## config.mk

```make
export PLATFORM = sky130hd
export DESIGN_NAME = op_amp_sqrt_mc
export DESIGN_NICKNAME = d
export VERILOG_FILES = /design/src/rtl/op_amp_pkg.sv /design/src/rtl/fix_to_ieee_norm.sv /design/src/rtl/op_amp_sqrt_mc.sv
export SDC_FILE = /design/constraint.sdc
export NUM_CORES = 1
export LEC_CHECK = 0
export CAP_MARGIN = 20
export CORE_UTILIZATION = 55
export DETAILED_ROUTE_END_ITERATION = 8
export HOLD_SLACK_MARGIN = 0.05
export PLACE_DENSITY = 0.86
export SETUP_SLACK_MARGIN = 0.3
export SYNTH_ARGS = -nofsm -noshare
export SYNTH_HDL_FRONTEND = slang
export SYNTH_HIERARCHICAL = 1
export SYNTH_SLANG_ARGS = --single-unit
```

## constraint.sdc

```tcl
create_clock -name clk -period 6.1 [get_ports clk]
set_input_delay 1.22 -clock clk [delete_from_list [all_inputs] [get_ports clk]]
set_output_delay 1.22 -clock clk [all_outputs]
set_load 0.005 [all_outputs]
```

## src/rtl/op_amp_pkg.sv

```systemverilog
// rtl/op_amp_pkg.sv - shared IEEE constants, root width helper and FSM state type
package op_amp_pkg;

    localparam int          EXP_BIAS   = 127;
    localparam int          MANT_W     = 23;
    localparam logic [31:0] FLOAT_ZERO = 32'h0;

    typedef enum logic [1:0] {
        IDLE,
        ITER,
        NORM
    } state_t;

    function automatic int root_width(input int c_width, input int frac_bits);
        return c_width / 2 + frac_bits;
    endfunction

endpackage

```

## src/rtl/fix_to_ieee_norm.sv

```systemverilog
// rtl/fix_to_ieee_norm.sv - unsigned fixed-point root (FRAC_BITS fraction) to IEEE-754 single
module fix_to_ieee_norm
    import op_amp_pkg::*;
#(
    parameter int R         = 16,
    parameter int FRAC_BITS = 8
) (
    input  logic [R-1:0] root,
    output logic [31:0]  ieee
);

    int          msb;
    logic [23:0] ext;
    logic [23:0] shifted;
    logic [7:0]  exp_field;

    always_comb begin
        msb = 0;
        for (int i = 0; i < R; i++) begin
            if (root[i]) msb = i;
        end
        ext       = 24'(root);
        // moving the leading one to bit 23 leaves the mantissa left-aligned below it
        shifted   = ext << (23 - msb);
        exp_field = 8'(EXP_BIAS + msb - FRAC_BITS);
        if (root == '0) ieee = FLOAT_ZERO;
        else            ieee = {1'b0, exp_field, shifted[MANT_W-1:0]};
    end

endmodule

```

## src/rtl/op_amp_sqrt_mc.sv

```systemverilog
// rtl/op_amp_sqrt_mc.sv - multi-channel bit-serial square root with IEEE-754 output
// Optional divided sample clock output: OP_AMP_SAMPLE_CLK_OUT_EN
module op_amp_sqrt_mc
    import op_amp_pkg::*;
#(
    parameter int C_WIDTH   = 16,
    parameter int FRAC_BITS = 8,
    parameter int CH_NUM    = 2,
    parameter int DIV_RATIO = 1000,
    parameter bit CHECK_EN  = 1'b1,
    localparam int CH_W     = (CH_NUM > 1) ? $clog2(CH_NUM) : 1
) (
    input  logic                        clk,
    input  logic                        reset_n,
    input  logic                        sample_en,
    input  logic [CH_NUM*C_WIDTH-1:0]   non_inv_flat,
    output logic [31:0]                 square_out,
    output logic [CH_W-1:0]             out_ch,
    output logic                        out_valid,
    output logic                        busy,
    output logic                        frame_done,
    output logic                        overrun
`ifdef OP_AMP_SAMPLE_CLK_OUT_EN
    ,
    output logic                        sample_clk
`endif
);

    localparam int R     = root_width(C_WIDTH, FRAC_BITS);
    localparam int RAD_W = 2 * R;
    localparam int CNT_W = (DIV_RATIO > 1) ? $clog2(DIV_RATIO) : 1;
    localparam int ITR_W = (R > 1) ? $clog2(R) : 1;

    if ((C_WIDTH % 2) != 0 || R > 24) begin : g_width_chk
        $error("op_amp_sqrt_mc: C_WIDTH must be even and C_WIDTH/2+FRAC_BITS <= 24");
    end
    if (CH_NUM < 1) begin : g_ch_chk
        $error("op_amp_sqrt_mc: CH_NUM must be >= 1");
    end
    if (CHECK_EN && DIV_RATIO < CH_NUM * (R + 1) + 1) begin : g_div_chk
        $error("op_amp_sqrt_mc: DIV_RATIO too small for one frame per tick");
    end

    logic [CNT_W-1:0]   cnt;
    logic               tick;
    state_t             state;
    logic [CH_W-1:0]    ch;
    logic [C_WIDTH-1:0] cap_mem [CH_NUM];
    logic [RAD_W-1:0]   rad;
    logic [R+1:0]       rem;
    logic [R-1:0]       root;
    logic [ITR_W-1:0]   itr;
    logic [R+1:0]       rem_sh;
    logic [R+2:0]       trial;
    logic [31:0]        ieee_w;

    assign tick = sample_en && (cnt == CNT_W'(DIV_RATIO - 1));

    always_ff @(posedge clk) begin
        if (!reset_n)       cnt <= '0;
        else if (sample_en) cnt <= tick ? '0 : cnt + 1'b1;
    end

`ifdef OP_AMP_SAMPLE_CLK_OUT_EN
    always_ff @(posedge clk) begin
        if (!reset_n)
            sample_clk <= 1'b0;
        else if (sample_en && (cnt == CNT_W'(DIV_RATIO / 2 - 1) || tick))
            sample_clk <= ~sample_clk;
    end
`endif

    // restoring step: bring down two radicand bits, try subtracting 4*root+1
    always_comb begin
        rem_sh = (rem << 2) | (R + 2)'(rad[RAD_W-1 -: 2]);
        trial  = {1'b0, rem_sh} - {1'b0, root, 2'b01};
    end

    fix_to_ieee_norm #(
        .R         (R),
        .FRAC_BITS (FRAC_BITS)
    ) u_norm (
        .root (root),
        .ieee (ieee_w)
    );

    always_ff @(posedge clk) begin
        if (!reset_n) begin
            state      <= IDLE;
            ch         <= '0;
            rad        <= '0;
            rem        <= '0;
            root       <= '0;
            itr        <= '0;
            square_out <= FLOAT_ZERO;
            out_ch     <= '0;
            out_valid  <= 1'b0;
            busy       <= 1'b0;
            frame_done <= 1'b0;
            overrun    <= 1'b0;
            for (int i = 0; i < CH_NUM; i++) cap_mem[i] <= '0;
        end else begin
            out_valid  <= 1'b0;
            frame_done <= 1'b0;
            if (tick && state != IDLE) overrun <= 1'b1;
            case (state)
                IDLE: begin
                    if (tick) begin
                        for (int i = 0; i < CH_NUM; i++)
                            cap_mem[i] <= non_inv_flat[i*C_WIDTH +: C_WIDTH];
                        rad   <= RAD_W'(non_inv_flat[C_WIDTH-1:0]) << (2 * FRAC_BITS);
                        rem   <= '0;
                        root  <= '0;
                        itr   <= '0;
                        ch    <= '0;
                        busy  <= 1'b1;
                        state <= ITER;
                    end
                end
                ITER: begin
                    rad  <= rad << 2;
                    rem  <= trial[R+2] ? rem_sh : trial[R+1:0];
                    root <= {root[R-2:0], ~trial[R+2]};
                    itr  <= itr + 1'b1;
                    if (itr == ITR_W'(R - 1)) state <= NORM;
                end
                NORM: begin
                    square_out <= ieee_w;
                    out_ch     <= ch;
                    out_valid  <= 1'b1;
                    if (ch == CH_W'(CH_NUM - 1)) begin
                        frame_done <= 1'b1;
                        busy       <= 1'b0;
                        state      <= IDLE;
                    end else begin
                        ch    <= ch + 1'b1;
                        rad   <= RAD_W'(cap_mem[ch + 1'b1]) << (2 * FRAC_BITS);
                        rem   <= '0;
                        root  <= '0;
                        itr   <= '0;
                        state <= ITER;
                    end
                end
                default: state <= IDLE;
            endcase
        end
    end

endmodule

```

==> results.py, run 1 <==
metrics = {
    "finish": {
        "num_antenna_cells": 0,
        "nNetsFinal": 986,
        "syn2layout_area_growth_pct": 17.3,
        "fin_util": 0.668,
        "register_area_mm2": 0.00300,
        "drive_gt1_frac": 0.0799,
        "multi_input_area_mm2": 0.00416,
        "fill_cells": 1025,
        "stdcell_count": 1115,
    },
    "synthesis": {
        "ys_ff_latch": 134,
        "yosysSeqAreaShare": 0.395,
        "avgSynthCellArea_um2": 8.62,
        "syn_area_mm2": 0.00760,
        "async_flop_share": 0,
        "synth_edf_count": 32,
        "yosys_warnings": 6,
        "synthCells": 882,
        "synth.distinct_cells": 76,
        "yosys_most_used_dff": "dfxtp_1",
    },
    "floorplan": {
        "pin_count": 72,
        "die_w_um": 120,
        "num_rows": 42,
        "core_mm2": 0.0133,
        "initial_core_util": 0.569,
        "die_y_um": 120,
        "dieArea_mm2": 0.0143,
    },
    "pwr": {
        "switching_share": 0.222,
        "power.total_uw": 2130,
        "leakagePower_uw": 0.00310,
        "p_int_uw": 1660,
        "peakVddDrop_uv": 169,
        "combPwrFrac": 0.065,
        "clockPowerShare": 0.497,
        "power_density_mw_per_mm2": 240,
        "p_switching_uw": 474,
        "seqPwrFrac": 0.439,
    },
    "placed_design": {
        "hpwl_um": 12100,
        "port_buffers": 71,
        "dp_cells": 1083,
        "place_congestion": 0.926,
    },
    "sta": {
        "post-route-period-util": 0.633,
        "slew_violations": 0,
        "final_hold_viol_count": 0,
        "fin_crit_ns": 3.86,
        "finClkSkew_ns": 0.0111,
        "tightest_slew_ns": 1.09,
        "rsz0062_at_grt": "false",
        "setup-violations-final": 0,
        "relSlewSlack": 0.270,
        "max_freq_ghz": 0.259,
        "setup-tns-final_ns": 0,
    },
    "cts": {
        "h-tree-depth": 4,
        "numCtsBuffers": 17,
        "ctsResizeCount": 0,
        "cts_root_buf": "clkbuf_16",
        "clock_sinks": 134,
        "path_clk_slew_ns": 0.06,
        "cts_hold_buffers": 0,
        "clock_latency_ns": 0.43,
        "cts_buffer_depth": 2,
        "tritoncts": "done",
        "cts_setup_buffers": 0,
    },
    "drt": {
        "routed-wl-met2_um": 8980,
        "met1Wirelength_um": 7760,
        "route.met3.wl_um": 1270,
        "wl_per_cell_um": 16.6,
        "antenna_left": 0,
        "drt_wl_total_um": 18500,
        "drc": 0,
        "via_per_inst": 6.04,
        "dr.pass1.iters": 5,
        "top_layer": "met4",
        "drt_iter0_markers": 597,
        "vias": 6738,
    },
    "worst_setup_path": {
        "path_class": "in2reg",
        "worstPathCellList": "clkdlybuf4s50_1, nand3_1, o31ai_4, and2_1, nor2_1, a22o_1",
        "crit_arrival_ns": 4.18,
        "required_ns": 6.42,
        "endpoint_kind": "register",
        "critPathTopFamily": "simple AND/OR/NAND/NOR gates",
        "crit_fanout": 28,
        "max_stage_delay_ns": 0.90,
        "crit_buf_inv": 1,
        "slowest_stage": "and2_1",
        "critPathLaunchType": "input port",
    },
    "global_route": {
        "grt_pass1_wl_um": 30700,
        "grt-ovfl-total": 0,
        "grtUsageTotal": 0.269,
        "grt_max_degree": 54,
        "grt_pass1_vias": 6299,
        "grt_antenna_before_repair": 0,
    },
    "job": {
        "maxCapViolCount": 0,
    },
    "min_path": {
        "hold_path_class": "reg2reg",
    },
    "status": {
        "outcome": "finished clean",
    },
}
[layout make-up]
cell class,instances,share of cell area
Tap cell,176,0.0247
Clock inverter,7,0.0133
Timing Repair Buffer,80,0.0873
Sequential cell,134,0.337
Inverter,37,0.0159
Multi-Input combinational cell,656,0.467
Clock buffer,25,0.0546
[flip-flops by register name, summed over array words and instances, names as in the netlist, 2 cells and up]
| name | count |
|---|---|
| cap_mem | 32 |
| cnt | 10 |
| itr | 4 |
| rad | 16 |
| rem | 16 |
| root | 16 |
| square_out | 32 |
| state | 2 |
[worst reg2reg max path, cell delays in order, from the launching register on]
cell     delay [ns]
dfxtp_1        0.37
ha_1           0.18
nand3_1        0.21
o31ai_4        0.37
and2_1         0.90
nor2_1         0.52
a22o_1         0.36
[cell usage after synthesis (all sizes together) (12+ instances only)]
library cell  instances  area share
dfxtp               102        0.27
nor2                 93       0.047
nand2                92       0.045
a21oi                72       0.048
mux2i                40       0.053
inv                  37       0.019
o21ai                37       0.028
and2                 35       0.029
o211ai               33       0.033
clkbuf               32       0.016
edfxtp               32        0.13
buf                  31       0.027
nand3                31       0.020
ha                   25       0.041
nor3                 20       0.013
a22oi                19       0.019
mux2                 17       0.026
xnor2                12       0.014
[per-stage QoR]
| step | area, µm² | hold slack, ns | setup WS, ns |
|---|---|---|---|
| 2_1_floorplan | 7630 | 0.430 | 3.28 |
| 3_3_place_gp | 8310 | 0.439 | 1.97 |
| 3_5_place_dp | 8310 | 0.448 | 1.93 |
| 4_1_cts | 8910 | 0.456 | 2.33 |
| 5_1_grt | 8910 | 0.476 | 2.08 |
| 6_report | 8910 | 0.454 | 2.24 |
[layer usage]
metal / up-vias / track usage
met4: 0 / 0.116
li1: 3233 / -
met2: 277 / 0.443
met5: - / 0
met1: 3182 / 0.347
met3: 46 / 0.0461
[final timing paths]
| path | from | endpoint | slack, ns | cells after the start |
|---|---|---|---|---|
| hold reg to reg | rad[20] | rad[20] | 0.45 | 2 |
| setup reg to reg | cnt[0] | rem[10] | 3.09 | 6 |
| hold / removal | rad[20] | rad[20] | 0.45 | 2 |
| setup / recovery | sample_en | rem[10] | 2.24 | 6 |
[cells in the final DEF, fill, tap and decap left out, types with 12 or more instances in the layout]
cell and n:
dfxtp_1 102, nand2_1 92, nor2_1 91, clkdlybuf4s50_1 71, a21oi_1 70, mux2i_1 40
and2_1 35, inv_1 33, o211ai_1 32, edfxtp_1 32, nand3_1 31, o21ai_0 24
ha_1 24, nor3_1 20, a22oi_1 18, clkbuf_16 18, mux2_2 15, xnor2_1 12
[cells by family (layout without fill, tap and decap cells)]
kind of cell / after synthesis / in the layout / synth area share
adders and majority gates: 25 / 25 / 0.0412
buffers and inverters: 100 / 149 / 0.0612
other: 1 / 9 / 0.000493
DFF: 134 / 134 / 0.395
AOI/OAI and AO/OA: 229 / 229 / 0.206
and+or+nand+nor: 318 / 318 / 0.196
xor gates and xnor gates: 18 / 18 / 0.0207
muxes: 57 / 57 / 0.0789
[power by group through the flow]
stage          Clock [µW]  Sequential (µW)  Combinational (µW)
6_report             1060              936                 138
5_1_grt              1110              937                 153
4_1_cts              1060              936                 137
3_5_place_dp            0              955                 135
3_3_place_gp            0              953                 133
2_1_floorplan           0              952                94.2
Note: power is estimated with default switching activity, not from simulation.
==> run 2, diff against run 1 <==
Clock period 6.1 ns to 3.9 ns, I/O delays scaled along.
==> run 2 against run 1 <==
Effect of this change:
- non-clock buffer count grew 5
- clock power rose by 49%
- worst hold slack better by 0.011 ns
- register-to-register slack worse by 2.0 ns
- combinational power up 62%
- die area unchanged
- critical path type is now reg2reg
- wire length decreased by 0.43%
- total power grew 53%
- critical path depth is 2 higher
- sequential power up 56%
- largest power group unchanged
- via count grew 0.71%
==> results.py, run 2 (synthesis gave the netlist of run 1 again) <==
metrics = {
    "finish": {
        "drive_gt1_frac": 0.0890,
        "num_antenna_cells": 0,
        "fin_util": 0.669,
        "nNetsFinal": 991,
        "mostFrequentLayoutCells": "dfxtp_1 (102), nand2_1 (92), nor2_1 (91)",
        "fin_area_mm2": 0.00892,
        "reg_top3": "cap_mem x32, square_out x32",
        "syn2layout_area_growth_pct": 17.4,
        "layout_commonest_cell": "dfxtp_1",
    },
    "sta": {
        "fin_crit_ns": 2.83,
        "rsz0062_at_grt": "false",
        "setup-violations-final": 0,
        "max_freq_ghz": 0.353,
        "final_hold_viol_count": 0,
        "worst_slack_ns": 1.07,
        "setup-tns-final_ns": 0,
        "tightest_slew_ns": 0.997,
        "post-route-period-util": 0.727,
        "finClkSkew_ns": 0.0106,
        "relSlewSlack": 0.333,
        "slew_violations": 0,
    },
    "cts": {
        "path_clk_slew_ns": 0.07,
        "numCtsBuffers": 17,
        "cts_hold_buffers": 0,
        "clock_latency_ns": 0.43,
        "ctsResizeCount": 0,
        "cts_setup_buffers": 0,
        "cts_root_buf": "clkbuf_16",
        "cts_buffer_depth": 2,
        "h-tree-depth": 4,
        "tritoncts": "done",
        "clock_sinks": 134,
    },
    "drt": {
        "drt_wl_total_um": 18400,
        "antenna_left": 0,
        "dr.pass1.iters": 6,
        "via_per_inst": 6.06,
        "drc": 0,
        "drt_iter0_markers": 500,
        "wl_per_cell_um": 16.5,
        "vias": 6786,
    },
    "floorplan": {
        "die_w_um": 120,
        "core_mm2": 0.0133,
        "die_y_um": 120,
        "dieArea_mm2": 0.0143,
        "pin_count": 72,
        "initial_core_util": 0.569,
        "num_rows": 42,
    },
    "global_route": {
        "grt_max_degree": 59,
        "grt_pass1_vias": 6484,
        "grt-ovfl-total": 0,
        "grt_antenna_before_repair": 0,
        "grtUsageTotal": 0.264,
        "grt_pass1_wl_um": 30400,
    },
    "min_path": {
        "hold_path_class": "reg2reg",
    },
    "placed_design": {
        "port_buffers": 71,
        "dp_slack_ns": 0.769,
        "place_congestion": 0.897,
        "place_area_mm2": 0.00834,
        "hpwl_um": 12400,
    },
    "worst_setup_path": {
        "max_stage_delay_ns": 0.49,
        "crit_fanout": 7,
        "required_ns": 4.22,
        "critPathTopFamily": "compound AO/OA/AOI/OAI gates",
        "slowest_stage": "dfxtp_1",
        "worstPathCellList": "inv_1, ha_1, o211ai_1, a21o_1, a211o_1, a21oi_2, nor2_1, o31ai_1",
        "crit_arrival_ns": 3.15,
        "crit_buf_inv": 1,
        "path_class": "reg2reg",
        "endpoint_kind": "register",
        "critPathLaunchType": "register",
    },
    "pwr": {
        "power.total_uw": 3270,
        "peakVddDrop_uv": 390,
        "leakagePower_uw": 0.00311,
        "power_density_mw_per_mm2": 366,
    },
    "job": {
        "maxCapViolCount": 0,
    },
    "status": {
        "outcome": "finished clean",
    },
}
[run 2: cell types whose count changed in the layout (fill, tap and decap cells not counted)]
| cell | previous run | this run |
|---|---|---|
| inv_6 | 1 | 3 |
| clkbuf_1 | 6 | 1 |
| clkinv_1 | 0 | 1 |
| bufinv_16 | 3 | 2 |
| clkinv_2 | 1 | 2 |
| clkbuf_16 | 18 | 17 |
| clkinv_4 | 0 | 4 |
| buf_4 | 9 | 14 |
| clkbuf_8 | 1 | 0 |
[run 2: per-stage QoR]
step                hold WS, ns  std cells
finish                    0.465       1120
global route              0.481       1120
CTS                       0.462       1120
detailed placement        0.454       1088
global placement          0.439       1088
floorplan                 0.430        890
[run 2: per-layer routing]
layer | vias up | GRT usage | part of all wire
li1 | 3248 | - | -
met2 | 299 | 0.439 | 0.49
met5 | - | 0 | 0
met1 | 3178 | 0.323 | 0.41
met4 | 0 | 0.141 | 0.034
met3 | 61 | 0.0509 | 0.060
[run 2: layout make-up]
cell class / instances / area [µm²]
Timing Repair Buffer: 85 / 816
Multi-Input combinational cell: 656 / 4160
Tap cell: 176 / 220
Inverter: 37 / 141
Sequential cell: 134 / 3000
Clock inverter: 14 / 150
Clock buffer: 18 / 429
Fill cell: 1021 / 4420
[run 2: report_power, final]
part | leakage, µW | internal [µW] | total, µW | switching, µW
clock network | 0.000279 | 945 | 1580 | 635
logic | 0.00171 | 88.8 | 223 | 134
registers | 0.00113 | 1450 | 1460 | 13.5
total | 0.00311 | 2480 | 3270 | 783
[run 2: path summary, 6_finish.rpt]
path              slack, ns     from       to  cells past startpoint
setup reg to reg       1.07  root[3]   rem[9]                      8
setup / recovery       1.07  root[3]   rem[9]                      8
hold / removal         0.47  rad[28]  rad[28]                      2
hold reg to reg        0.47  rad[28]  rad[28]                      2
[run 2: worst min-delay path: cells and delay by family, from the launching register on]
kind / cells / cell delay [ns]
simple gates: 1 / 0.06
flops: 1 / 0.31
compound gates: 1 / 0.05
